--- config.mk ---
export PLATFORM = sky130hd
export DESIGN_NAME = aib_link_bringup_ctrl_flat
export DESIGN_NICKNAME = d
export VERILOG_FILES = /design/src/rtl/aib_link_bringup_ctrl_pkg.sv /design/src/rtl/aib_link_bringup_ctrl_if.sv /design/src/rtl/aib_link_bringup_ctrl_sync.sv /design/src/rtl/aib_link_bringup_ctrl.sv /design/src/flat_wrapper.sv
export SDC_FILE = /design/constraint.sdc
export NUM_CORES = 1
export LEC_CHECK = 0
export CAP_MARGIN = 20
export CORE_AREA = 2 2 64 82
export DETAILED_ROUTE_END_ITERATION = 12
export DIE_AREA = 0 0 66 84
export PLACE_DENSITY = 0.75
export SLEW_MARGIN = 10
export SYNTH_ARGS = -nofsm -noshare
export SYNTH_HDL_FRONTEND = slang
export SYNTH_HIERARCHICAL = 1
export SYNTH_SLANG_ARGS = --single-unit
--- constraint.sdc ---
create_clock -name clk -period 2.6 [get_ports clk]
set_input_delay 0.52 -clock clk [delete_from_list [all_inputs] [get_ports clk]]
set_output_delay 0.52 -clock clk [all_outputs]
set_load 0.01 [all_outputs]
--- src/rtl/aib_link_bringup_ctrl_pkg.sv ---
`default_nettype none
// ============================================================================
// Module      : aib_bringup_pkg
// Description : State encoding, default delays and debug-code helper for the
//               AIB link bring-up controller.
// Revision    : 1.0 - initial release
// ============================================================================
package aib_bringup_pkg;

    // ERR sits outside the 3-bit range; the exported debug code folds it onto 7
    typedef enum logic [3:0] {
        IDLE      = 4'd0,
        CFG       = 4'd1,
        RST       = 4'd2,
        LOCK      = 4'd3,
        RXLOCK    = 4'd4,
        WAIT_XFER = 4'd5,
        UP        = 4'd6,
        DOWN      = 4'd7,
        ERR       = 4'd8
    } bringup_state_e;

    localparam int unsigned c_dflt_dly_w     = 16;
    localparam int unsigned c_dflt_t_cfg     = 20;
    localparam int unsigned c_dflt_t_rst     = 10;
    localparam int unsigned c_dflt_t_lock    = 12;
    localparam int unsigned c_dflt_t_rxlock  = 20;
    localparam int unsigned c_dflt_t_timeout = 4096;
    localparam int unsigned c_dflt_retry_w   = 4;

    function automatic logic [2:0] state_code(input bringup_state_e s);
        logic [3:0] v;
        v = s;
        return (s == ERR) ? 3'd7 : v[2:0];
    endfunction

endpackage
`default_nettype wire

--- src/rtl/aib_link_bringup_ctrl_if.sv ---
`default_nettype none
// ============================================================================
// Module      : aib_link_bringup_ctrl_if
// Description : Bring-up controls towards one AIB channel endpoint and the
//               transfer-enable status coming back from it.
// Revision    : 1.0 - initial release
// ============================================================================
interface aib_link_bringup_ctrl_if;
    logic config_done;
    logic ns_adapter_rstn;
    logic ns_mac_rdy;
    logic tx_dcc_dll_lock_req;
    logic rx_dcc_dll_lock_req;
    logic tx_transfer_en;
    logic rx_transfer_en;

    modport master (
        output config_done, ns_adapter_rstn, ns_mac_rdy,
               tx_dcc_dll_lock_req, rx_dcc_dll_lock_req,
        input  tx_transfer_en, rx_transfer_en
    );

    modport slave (
        input  config_done, ns_adapter_rstn, ns_mac_rdy,
               tx_dcc_dll_lock_req, rx_dcc_dll_lock_req,
        output tx_transfer_en, rx_transfer_en
    );
endinterface
`default_nettype wire

--- src/rtl/aib_link_bringup_ctrl_sync.sv ---
`default_nettype none
// ============================================================================
// Module      : aib_bringup_sync
// Description : Two-flop synchronizer for a level signal, resets to 0.
// Revision    : 1.0 - initial release
// ============================================================================
module aib_bringup_sync (
    input  wire logic clk,
    input  wire logic rst_n,
    input  wire logic i_d,
    output logic      o_q
);
    logic r_meta;
    logic r_sync;

    always_ff @(posedge clk or negedge rst_n) begin
        if (!rst_n) begin
            r_meta <= 1'b0;
            r_sync <= 1'b0;
        end else begin
            r_meta <= i_d;
            r_sync <= r_meta;
        end
    end

    assign o_q = r_sync;
endmodule
`default_nettype wire

--- src/rtl/aib_link_bringup_ctrl.sv ---
`default_nettype none
// ============================================================================
// Module      : aib_link_bringup_ctrl
// Description : MAC-side bring-up sequencer for one AIB channel endpoint with
//               teardown, far-side loss retrain and optional watchdog
//               (enabled by macro AIB_BRINGUP_WATCHDOG_EN).
// Revision    : 1.0 - initial release
// ============================================================================
module aib_link_bringup_ctrl
    import aib_bringup_pkg::*;
#(
    parameter int unsigned       DLY_W     = c_dflt_dly_w,
    parameter logic [DLY_W-1:0]  T_CFG     = DLY_W'(c_dflt_t_cfg),
    parameter logic [DLY_W-1:0]  T_RST     = DLY_W'(c_dflt_t_rst),
    parameter logic [DLY_W-1:0]  T_LOCK    = DLY_W'(c_dflt_t_lock),
    parameter logic [DLY_W-1:0]  T_RXLOCK  = DLY_W'(c_dflt_t_rxlock),
    parameter logic [DLY_W-1:0]  T_TIMEOUT = DLY_W'(c_dflt_t_timeout),
    parameter int unsigned       RETRY_W   = c_dflt_retry_w
) (
    input  wire logic                clk,
    input  wire logic                rst_n,
    input  wire logic                start,
    input  wire logic                ms_nsl,
    aib_link_bringup_ctrl_if.master  ep,
    output logic                     link_up,
    output logic                     timeout_err,
    output logic [RETRY_W-1:0]       retrain_cnt,
    output logic [2:0]               state
);

    // DOWN holds one extra cycle so ns_mac_rdy drops ahead of the teardown gap
    localparam logic [DLY_W-1:0] c_t_down = T_RST + 1'b1;
    localparam logic [DLY_W-1:0] c_t_wdog = T_TIMEOUT - 1'b1;

    bringup_state_e      r_state, w_state_nxt;
    logic [DLY_W-1:0]    r_cnt, w_cnt_nxt;
    logic                r_config_done, w_config_done_nxt;
    logic                r_adapter_rstn, w_adapter_rstn_nxt;
    logic                r_mac_rdy, w_mac_rdy_nxt;
    logic                r_tx_lock, w_tx_lock_nxt;
    logic                r_rx_lock, w_rx_lock_nxt;
    logic                r_link_up, w_link_up_nxt;
    logic [RETRY_W-1:0]  r_retrain_cnt, w_retrain_nxt;
    logic [2:0]          r_state_dbg;
    logic                w_tx_sync, w_rx_sync, w_xfer_ok, w_expired, w_abort;
`ifdef AIB_BRINGUP_WATCHDOG_EN
    logic                r_timeout_err, w_timeout_nxt;
`endif

    aib_bringup_sync u_sync_tx (.clk(clk), .rst_n(rst_n), .i_d(ep.tx_transfer_en), .o_q(w_tx_sync));
    aib_bringup_sync u_sync_rx (.clk(clk), .rst_n(rst_n), .i_d(ep.rx_transfer_en), .o_q(w_rx_sync));

    assign w_xfer_ok = w_tx_sync & w_rx_sync;
    assign w_expired = (r_cnt == '0);
    assign w_abort   = !start && !(r_state inside {IDLE, DOWN, ERR});

    always_comb begin
        w_state_nxt        = r_state;
        w_cnt_nxt          = w_expired ? r_cnt : r_cnt - 1'b1;
        w_config_done_nxt  = r_config_done;
        w_adapter_rstn_nxt = r_adapter_rstn;
        w_mac_rdy_nxt      = r_mac_rdy;
        w_tx_lock_nxt      = r_tx_lock;
        w_rx_lock_nxt      = r_rx_lock;
        w_link_up_nxt      = r_link_up;
        w_retrain_nxt      = r_retrain_cnt;
`ifdef AIB_BRINGUP_WATCHDOG_EN
        w_timeout_nxt      = r_timeout_err;
`endif
        if (w_abort) begin
            // a dropped start outranks everything, including a coincident xfer loss
            w_state_nxt   = DOWN;
            w_cnt_nxt     = c_t_down;
            w_link_up_nxt = 1'b0;
        end else begin
            case (r_state)
                IDLE: begin
                    if (start) begin
                        w_state_nxt = CFG;
                        w_cnt_nxt   = T_CFG;
`ifdef AIB_BRINGUP_WATCHDOG_EN
                        w_timeout_nxt = 1'b0;
`endif
                    end
                end
                CFG: begin
                    if (w_expired) begin
                        w_config_done_nxt = 1'b1;
                        w_state_nxt       = RST;
                        w_cnt_nxt         = T_RST;
                    end
                end
                RST: begin
                    if (w_expired) begin
                        w_adapter_rstn_nxt = 1'b1;
                        w_mac_rdy_nxt      = 1'b1;
                        w_state_nxt        = LOCK;
                        w_cnt_nxt          = T_LOCK;
                    end
                end
                LOCK: begin
                    if (w_expired) begin
                        w_tx_lock_nxt = 1'b1;
                        if (ms_nsl) begin
                            w_rx_lock_nxt = 1'b1;
                            w_state_nxt   = WAIT_XFER;
                            w_cnt_nxt     = c_t_wdog;
                        end else begin
                            w_state_nxt   = RXLOCK;
                            w_cnt_nxt     = T_RXLOCK;
                        end
                    end
                end
                RXLOCK: begin
                    if (w_expired) begin
                        w_rx_lock_nxt = 1'b1;
                        w_state_nxt   = WAIT_XFER;
                        w_cnt_nxt     = c_t_wdog;
                    end
                end
                WAIT_XFER: begin
                    if (w_xfer_ok) begin
                        w_link_up_nxt = 1'b1;
                        w_state_nxt   = UP;
                    end
`ifdef AIB_BRINGUP_WATCHDOG_EN
                    else if (w_expired) begin
                        w_state_nxt        = ERR;
                        w_timeout_nxt      = 1'b1;
                        w_mac_rdy_nxt      = 1'b0;
                        w_adapter_rstn_nxt = 1'b0;
                        w_tx_lock_nxt      = 1'b0;
                        w_rx_lock_nxt      = 1'b0;
                        w_link_up_nxt      = 1'b0;
                    end
`endif
                end
                UP: begin
                    if (!w_xfer_ok) begin
                        w_link_up_nxt = 1'b0;
                        w_state_nxt   = DOWN;
                        w_cnt_nxt     = c_t_down;
                        if (r_retrain_cnt != '1) begin
                            w_retrain_nxt = r_retrain_cnt + 1'b1;
                        end
                    end
                end
                DOWN: begin
                    w_mac_rdy_nxt = 1'b0;
                    if (w_expired) begin
                        w_adapter_rstn_nxt = 1'b0;
                        w_tx_lock_nxt      = 1'b0;
                        w_rx_lock_nxt      = 1'b0;
                        if (start) begin
                            w_state_nxt = RST;
                            w_cnt_nxt   = T_RST;
                        end else begin
                            w_config_done_nxt = 1'b0;
                            w_state_nxt       = IDLE;
                        end
                    end
                end
                ERR: begin
                    if (!start) begin
                        w_config_done_nxt = 1'b0;
                        w_state_nxt       = IDLE;
                    end
                end
                default: begin
                    w_state_nxt = IDLE;
                end
            endcase
        end
    end

    always_ff @(posedge clk or negedge rst_n) begin
        if (!rst_n) begin
            r_state        <= IDLE;
            r_cnt          <= '0;
            r_config_done  <= 1'b0;
            r_adapter_rstn <= 1'b0;
            r_mac_rdy      <= 1'b0;
            r_tx_lock      <= 1'b0;
            r_rx_lock      <= 1'b0;
            r_link_up      <= 1'b0;
            r_retrain_cnt  <= '0;
            r_state_dbg    <= 3'd0;
        end else begin
            r_state        <= w_state_nxt;
            r_cnt          <= w_cnt_nxt;
            r_config_done  <= w_config_done_nxt;
            r_adapter_rstn <= w_adapter_rstn_nxt;
            r_mac_rdy      <= w_mac_rdy_nxt;
            r_tx_lock      <= w_tx_lock_nxt;
            r_rx_lock      <= w_rx_lock_nxt;
            r_link_up      <= w_link_up_nxt;
            r_retrain_cnt  <= w_retrain_nxt;
            r_state_dbg    <= state_code(w_state_nxt);
        end
    end

`ifdef AIB_BRINGUP_WATCHDOG_EN
    always_ff @(posedge clk or negedge rst_n) begin
        if (!rst_n) begin
            r_timeout_err <= 1'b0;
        end else begin
            r_timeout_err <= w_timeout_nxt;
        end
    end
    assign timeout_err = r_timeout_err;
`else
    assign timeout_err = 1'b0;
`endif

    assign ep.config_done         = r_config_done;
    assign ep.ns_adapter_rstn     = r_adapter_rstn;
    assign ep.ns_mac_rdy          = r_mac_rdy;
    assign ep.tx_dcc_dll_lock_req = r_tx_lock;
    assign ep.rx_dcc_dll_lock_req = r_rx_lock;
    assign link_up                = r_link_up;
    assign retrain_cnt            = r_retrain_cnt;
    assign state                  = r_state_dbg;

endmodule
`default_nettype wire
--- src/flat_wrapper.sv ---
// flat-port wrapper written by rule: the top's interface ports become plain ports
module aib_link_bringup_ctrl_flat import aib_bringup_pkg::*;
#(
    parameter int unsigned       DLY_W     = c_dflt_dly_w,
    parameter logic [DLY_W-1:0]  T_CFG     = DLY_W'(c_dflt_t_cfg),
    parameter logic [DLY_W-1:0]  T_RST     = DLY_W'(c_dflt_t_rst),
    parameter logic [DLY_W-1:0]  T_LOCK    = DLY_W'(c_dflt_t_lock),
    parameter logic [DLY_W-1:0]  T_RXLOCK  = DLY_W'(c_dflt_t_rxlock),
    parameter logic [DLY_W-1:0]  T_TIMEOUT = DLY_W'(c_dflt_t_timeout),
    parameter int unsigned       RETRY_W   = c_dflt_retry_w
)
  (clk, rst_n, start, ms_nsl, link_up, timeout_err, retrain_cnt, state, ep_config_done, ep_ns_adapter_rstn, ep_ns_mac_rdy, ep_tx_dcc_dll_lock_req, ep_rx_dcc_dll_lock_req, ep_tx_transfer_en, ep_rx_transfer_en);
  aib_link_bringup_ctrl_if ep_i ();
  input  wire logic clk;
  input  wire logic rst_n;
  input  wire logic start;
  input  wire logic ms_nsl;
  output logic link_up;
  output logic timeout_err;
  output logic [RETRY_W-1:0] retrain_cnt;
  output logic [2:0] state;
  output wire logic [$bits(ep_i.config_done)-1:0] ep_config_done;
  output wire logic [$bits(ep_i.ns_adapter_rstn)-1:0] ep_ns_adapter_rstn;
  output wire logic [$bits(ep_i.ns_mac_rdy)-1:0] ep_ns_mac_rdy;
  output wire logic [$bits(ep_i.tx_dcc_dll_lock_req)-1:0] ep_tx_dcc_dll_lock_req;
  output wire logic [$bits(ep_i.rx_dcc_dll_lock_req)-1:0] ep_rx_dcc_dll_lock_req;
  input wire logic [$bits(ep_i.tx_transfer_en)-1:0] ep_tx_transfer_en;
  input wire logic [$bits(ep_i.rx_transfer_en)-1:0] ep_rx_transfer_en;
  assign ep_config_done = ep_i.config_done;
  assign ep_ns_adapter_rstn = ep_i.ns_adapter_rstn;
  assign ep_ns_mac_rdy = ep_i.ns_mac_rdy;
  assign ep_tx_dcc_dll_lock_req = ep_i.tx_dcc_dll_lock_req;
  assign ep_rx_dcc_dll_lock_req = ep_i.rx_dcc_dll_lock_req;
  assign ep_i.tx_transfer_en = ep_tx_transfer_en;
  assign ep_i.rx_transfer_en = ep_rx_transfer_en;
  aib_link_bringup_ctrl #(.DLY_W(DLY_W), .T_CFG(T_CFG), .T_RST(T_RST), .T_LOCK(T_LOCK), .T_RXLOCK(T_RXLOCK), .T_TIMEOUT(T_TIMEOUT), .RETRY_W(RETRY_W)) u_core (.clk(clk), .rst_n(rst_n), .start(start), .ms_nsl(ms_nsl), .ep(ep_i), .link_up(link_up), .timeout_err(timeout_err), .retrain_cnt(retrain_cnt), .state(state));
endmodule
# Word level (Yosys, flattened, before mapping)
# Cells that the tools add are included.
[totals] input_bits=6 out_inout_bits=14 register_bits=37 word_cells=96
[op_classes] reduce_logical=18 addsub=2 n_mux=41 n_eq_ne=18 bitwise_logic=3
[op_table] op="two-way mux 16 bit" count=10
[op_table] op="case mux 16 bit (7 select lines)" count=1
[op_table] op="two-way mux 4 bit" count=10
[op_table] op="case mux 4 bit (9 select lines)" count=1
[op_table] op="== test 4 x 3 -> 1 bit (second input constant)" count=4
[op_table] op="logical NOT 16 bit" count=1
[op_table] op="AND reduction 4 bit" count=4
[op_table] op="subtractor 16 x 1 -> 16 bit (second input constant)" count=1
[op_table] op="two-way mux 12 bit" count=1
[op_table] op="nonzero test 3 bit" count=4
[op_table] op="two-way mux 1 bit" count=10
[op_table] op="inequality test 2 x 1 -> 1 bit (second input constant)" count=5
[op_table] op="== test 4 x 2 -> 1 bit (second input constant)" count=2
[op_table] op="== test 4 bit (second input constant)" count=2
[op_table] op="case mux 1 bit (2 select lines)" count=4
[op_table] op="case mux 1 bit (3 select lines)" count=2
[op_table] op="AND reduction 3 bit" count=2
[op_table] op="AND reduction 6 bit" count=1
[op_table] op="adder 4 x 1 -> 4 bit (second input constant)" count=1
[op_table] op="== test 4 x 1 -> 1 bit (second input constant)" count=1
[op_table] op="logical NOT 4 bit" count=1
[op_table] op="inequality test 4 bit (second input constant)" count=1
[op_table] op="nonzero test 2 bit" count=2
[op_table] op="two-way mux 3 bit" count=1
[op_table] op="8 further kinds" count=10

# Depth between registers and ports, before layout
[logic_depth] ltp_word=7 mapped_depth=13 mapped_depth_nobuf=12

# Hierarchy
# The synthesis kept the hierarchy.
[modules_own_cells] module="aib_link_bringup_ctrl" seq_area_each_um2=825.8 cells_per_inst=281 instances=1 area_per_inst_um2=2316.0
[modules_own_cells] module="aib_bringup_sync" seq_area_each_um2=50.0 cells_per_inst=2 instances=2 area_per_inst_um2=50.0

# Worst setup path before layout
# OpenSTA, ideal clock, no wires.
[synth_path] kind="reg-to-reg" startpoint="reg u_core.r_cnt[0]" endpoint="reg u_core.r_cnt[0]" path_buffers=1 stages_incl_launch_ff=13 setup_time_ns=0.095 required_time_ns=2.505 t_arrival_ns=2.344 slack_ns=0.160 synth_period_minus_slack_ns=2.440 cell_sequence="dfrtp_1 > inv_1 > ha_1 > nor3b_1 > and4_4 > inv_4 > buf_4 > ha_1 > or3_1 > a211o_1 > nand3_1 > o22ai_1 > o31ai_1"
[synth_via] elab_chain_len=6 elab_cells_between_ends=13 cone_classes="add/sub (1); mux (11); reduce/logical (1)"
[synth_rtl] element="start, declared" line_no="aib_link_bringup_ctrl.sv:36" rtl="logic [DLY_W-1:0] r_cnt, w_cnt_nxt;"
[synth_rtl] element="start signal, assigned" line_no="aib_link_bringup_ctrl.sv:190" rtl="r_cnt <= w_cnt_nxt;"
[synth_rtl] element="subtractor 16 x 1 -> 16 bit / logical NOT 16 bit (equally long branches)" line_no="aib_link_bringup_ctrl.sv:59, aib_link_bringup_ctrl.sv:54"
[synth_rtl] element="two-way mux 16 bit" line_no="aib_link_bringup_ctrl.sv:59" rtl="w_cnt_nxt = w_expired ? r_cnt : r_cnt - 1'b1;"
[synth_rtl] element="two-way mux 16 bit" line_no="aib_link_bringup_ctrl.sv:154" rtl="if (start) begin"
[synth_rtl] element="two-way mux 16 bit" line_no="aib_link_bringup_ctrl.sv:150" rtl="if (w_expired) begin"
[synth_rtl] element="case mux 16 bit (7 select lines) *" line_no="aib_link_bringup_ctrl.sv:76" rtl="case (r_state)"
[synth_rtl] element="two-way mux 16 bit *" line_no="aib_link_bringup_ctrl.sv:70" rtl="if (w_abort) begin"
[synth_rtl] element="net u_core.w_cnt_nxt[0]" line_no="aib_link_bringup_ctrl.sv:36"
# The timed path passes the listed nets; every way through them passes the cells marked *.
# A chain may end at the register's enable or synchronous reset.

# Final worst setup path
[layout_path] startpoint="reg u_core.r_cnt[11]" endpoint="reg u_core.r_cnt[0]"
[layout_via] elab_chain_len=6 elab_cells_between_ends=12 cone_classes="mux (11); reduce/logical (1)"
[layout_rtl] element="logical NOT 16 bit *" line_no="aib_link_bringup_ctrl.sv:54" rtl="assign w_expired = (r_cnt == '0);"
[layout_rtl] element="two-way mux 16 bit" line_no="aib_link_bringup_ctrl.sv:59"
[layout_rtl] element="two-way mux 16 bit" line_no="aib_link_bringup_ctrl.sv:154"
[layout_rtl] element="two-way mux 16 bit" line_no="aib_link_bringup_ctrl.sv:150"
[layout_rtl] element="case mux 16 bit (7 select lines) *" line_no="aib_link_bringup_ctrl.sv:76"
[layout_rtl] element="two-way mux 16 bit *" line_no="aib_link_bringup_ctrl.sv:70"
[layout_rtl] element="net u_core.w_cnt_nxt[0]" line_no="aib_link_bringup_ctrl.sv:36"
# Marked as above.

==> results.cfg <==
[pwr]
combPwrFrac_pct = 55.7
power.density_nw_per_um2 = 1153
clock_power_share_pct = 13.6
p_int_mw = 1.812
power_switching_share_pct = 43.78
ir_drop_mv = 0.5315
p_seq_share_pct = 30.7
p_leak_nw = 1.212
p_sw_mw = 1.411

[yosys]
synth_edf_count = 0
yosysSeqAreaShare_pct = 38.32
netlist_area_um2 = 2416
syn_inst = 285
avgSynthCellArea_um2 = 8.477
ys_ff_latch = 37
yosys_warnings = 6
ys.flop_type = dfrtp_1
synth_largest_area_cell = dfrtp_1
synth_nets = 296
yosys.cell_types.count = 54
synthArstFlopShare_pct = 100.0
synth.top_cell.area_share_pct = 38.32
synthTopCellsByArea = dfrtp_1, a21oi_1, nand2_1, xnor2_1, nor2_1

[timing]
finalHoldViolCount = 0
worst_pin_slew_ns = 0.8007
fin_crit_sh_pct = 93.63
finalSetupTns_ns = 0
report.final.slew_viol_count = 0
setup_viol = 0
rsz0062_at_grt = no
max_slew_margin_pct = 46.62
fmax_mhz = 410.8
skew_ns = 0.005764
min_period_ns = 2.434

[detailed_routing]
drc = 0
via_count = 2257
drt-pass1-iter-count = 5
ant_nets = 0
vias_per_cell = 6.100
finalWirelength_um = 5924
drtIter0Drc = 141
wire_per_inst_um = 16.01

[global_route]
grt_pass1_wl_um = 10160
overflow = 0
grt_usage_pct = 23.76
antenna_found_initial = 0
grt_start_max_net_pins = 38
grt_pass1_vias = 2275

[hold_path]
min_path_type = in2async

[final_layout]
areaGrowthSynthToFinish_pct = 15.74
nets = 318
regArea_um2 = 925.9
final_area_um2 = 2796
multi_input_area_um2 = 1379
antenna_cells = 0
drive_above_1_share_pct = 11.36
fill_cells = 452
final_cells = 370

[critical_path]
crit_arrival_ns = 2.64
required_ns = 2.80
rrSetupSlack_ns = 0.17
endpoint_kind = flop
critPathKind = reg2reg
path_max_fanout = 8
crit_path_start_kind = flop
reg2reg_depth = 9
r2r-end = u_core/r_cnt[0]
r2r_start = u_core/r_cnt[11]

[placed_design]
placed_cells = 362
place.gp.congestion = 0.9746
io_buffers = 18
dp_hpwl_um = 4300
placed_area_um2 = 2690

[floorplanning]
row_count = 29
die_width_um = 66
start_util_pct = 49.69
die_h_um = 84
coreArea_um2 = 4862
die_area_um2 = 5544
io_pins = 20

[clock_tree]
ctsHoldBuffers = 0
htreeDepth = 2
clk_pin_slew_ns = 0.07
clockRootBuffer = clkbuf_8
clockBufferDepth = 2
cts_made_buffers = 5
clk_latency_ns = 0.30
cts_tree = yes
post_cts_buffers = 0
cts_sinks = 37
post_cts_resized = 0

[run_status]
status = complete, no violations

[flow_run]
maxCapViolCount = 0
-- cell usage in the layout (no fill, tap or decap), drive strengths merged, types with 2 or more instances in the layout --
cell type and count:
a21oi 33, nor2b 2, inv 10, clkbuf 7, a211oi 3, o31ai 4
a21o 3, a211o 2, ha 5, nor3 14, o22ai 5, nand3 11
and4 3, nand2 28, nand2b 10, nand3b 2, o211ai 4, dfrtp 37
xnor2 9, o41ai 2, nand4 7, buf 14, nor4 5, o21ai 15
a31oi 4, or3 6, xor2 5, o21a 3, a22oi 3, nor2 21
clkdlybuf4s50 17
-- through the flow --
step / total power [mW] / worst slack (ns) / util (%) / hold WS [ns]
floorplan: 2.206 / 0.1601 / - / 0.2244
global placement: 2.725 / 0.2144 / 55.33 / 0.3368
detailed placement: 2.759 / 0.1064 / 55.33 / 0.3405
CTS: 3.216 / 0.07103 / 57.41 / 0.3404
global route: 3.490 / 0.01592 / 57.51 / 0.3750
finish: 3.223 / 0.1655 / 57.51 / 0.3095
-- synth_stat cells (2+ instances only) --
cell and number:
buf_2 7, nand4_1 7, a211oi_1 3, nand3_1 11
nor4_1 2, clkbuf_1 4, nor2_1 20, or3_1 6
nand2_1 28, nor4_4 2, nand2b_1 10, ha_1 5
xor2_1 5, a22oi_1 3, nand3b_1 2, nor3_1 14
nor2b_1 2, buf_1 3, and4_1 2, o21ai_1 2
o31ai_1 3, a31oi_1 4, a21o_1 3, o211ai_1 3
dfrtp_1 37, o21ai_0 13, o21a_1 3, o41ai_1 2
inv_1 9, o22ai_1 5, a21oi_1 33, buf_4 2
xnor2_1 9
-- critical path, stage by stage (launching register included) --
cell     delay, ns
dfrtp_1       0.44
nor4_2        0.45
and4_4        0.35
inv_4         0.07
ha_1          0.19
or3_1         0.30
a211o_1       0.29
nand3_1       0.09
o22ai_1       0.09
o31ai_1       0.07
-- power by group through the flow --
| stage | Combinational (mW) | Sequential [mW] | Clock (mW) |
|---|---|---|---|
| after CTS | 1.78 | 0.989 | 0.449 |
| final | 1.80 | 0.989 | 0.438 |
| after floorplan | 1.21 | 0.994 | 0 |
| after global routing | 2.00 | 1.02 | 0.472 |
| after detailed placement | 1.76 | 1.00 | 0 |
| after global placement | 1.73 | 0.990 | 0 |
-- cells by family after synthesis --
group	after synthesis	share of synthesized area [%]
and+or+nand+nor	115	25.74
AOI/OAI and AO/OA	86	22.84
DFF	37	38.32
buffers and inverters	26	4.816
xor gates and xnor gates	14	5.075
adders and majority gates	5	2.589
other	1	0.1552
muxes	1	0.4660
-- cell type report --
type / instances / area share (%)
Multi-Input combinational cell: 222 / 49.31
Clock inverter: 1 / 0.1790
Inverter: 10 / 1.432
Timing Repair Buffer: 31 / 9.754
Clock buffer: 7 / 3.445
Tap cell: 62 / 2.774
Sequential cell: 37 / 33.11
-- metal layers --
metal  GRT usage [%]  routed length (um)
met5               0                   0
met4           14.29                 228
met3           3.509                 292
met2           39.76                3021
met1           28.10                2380
-- how the worst max path moves through the flow --
stage / from / to / slack [ns] / cells past startpoint
5_1_grt: u_core/r_cnt[0] / u_core/r_cnt[0] / 0.02 / 11
3_3_place_gp: u_core/r_cnt[0] / u_core/r_cnt[0] / 0.21 / 11
4_1_cts: u_core/r_cnt[0] / u_core/r_cnt[0] / 0.07 / 11
3_5_place_dp: u_core/r_cnt[0] / u_core/r_cnt[0] / 0.11 / 11
6_report: u_core/r_cnt[11] / u_core/r_cnt[0] / 0.17 / 9
2_1_floorplan: u_core/r_cnt[0] / u_core/r_cnt[0] / 0.16 / 12
-- flip-flops by register name (all words and copies together), names as in the netlist, 3 cells and up --
register and cells:
u_core/r_cnt 16, u_core/r_state 4, u_core/retrain_cnt 4, u_core/state 3
(Power assumes the default switching activity.)
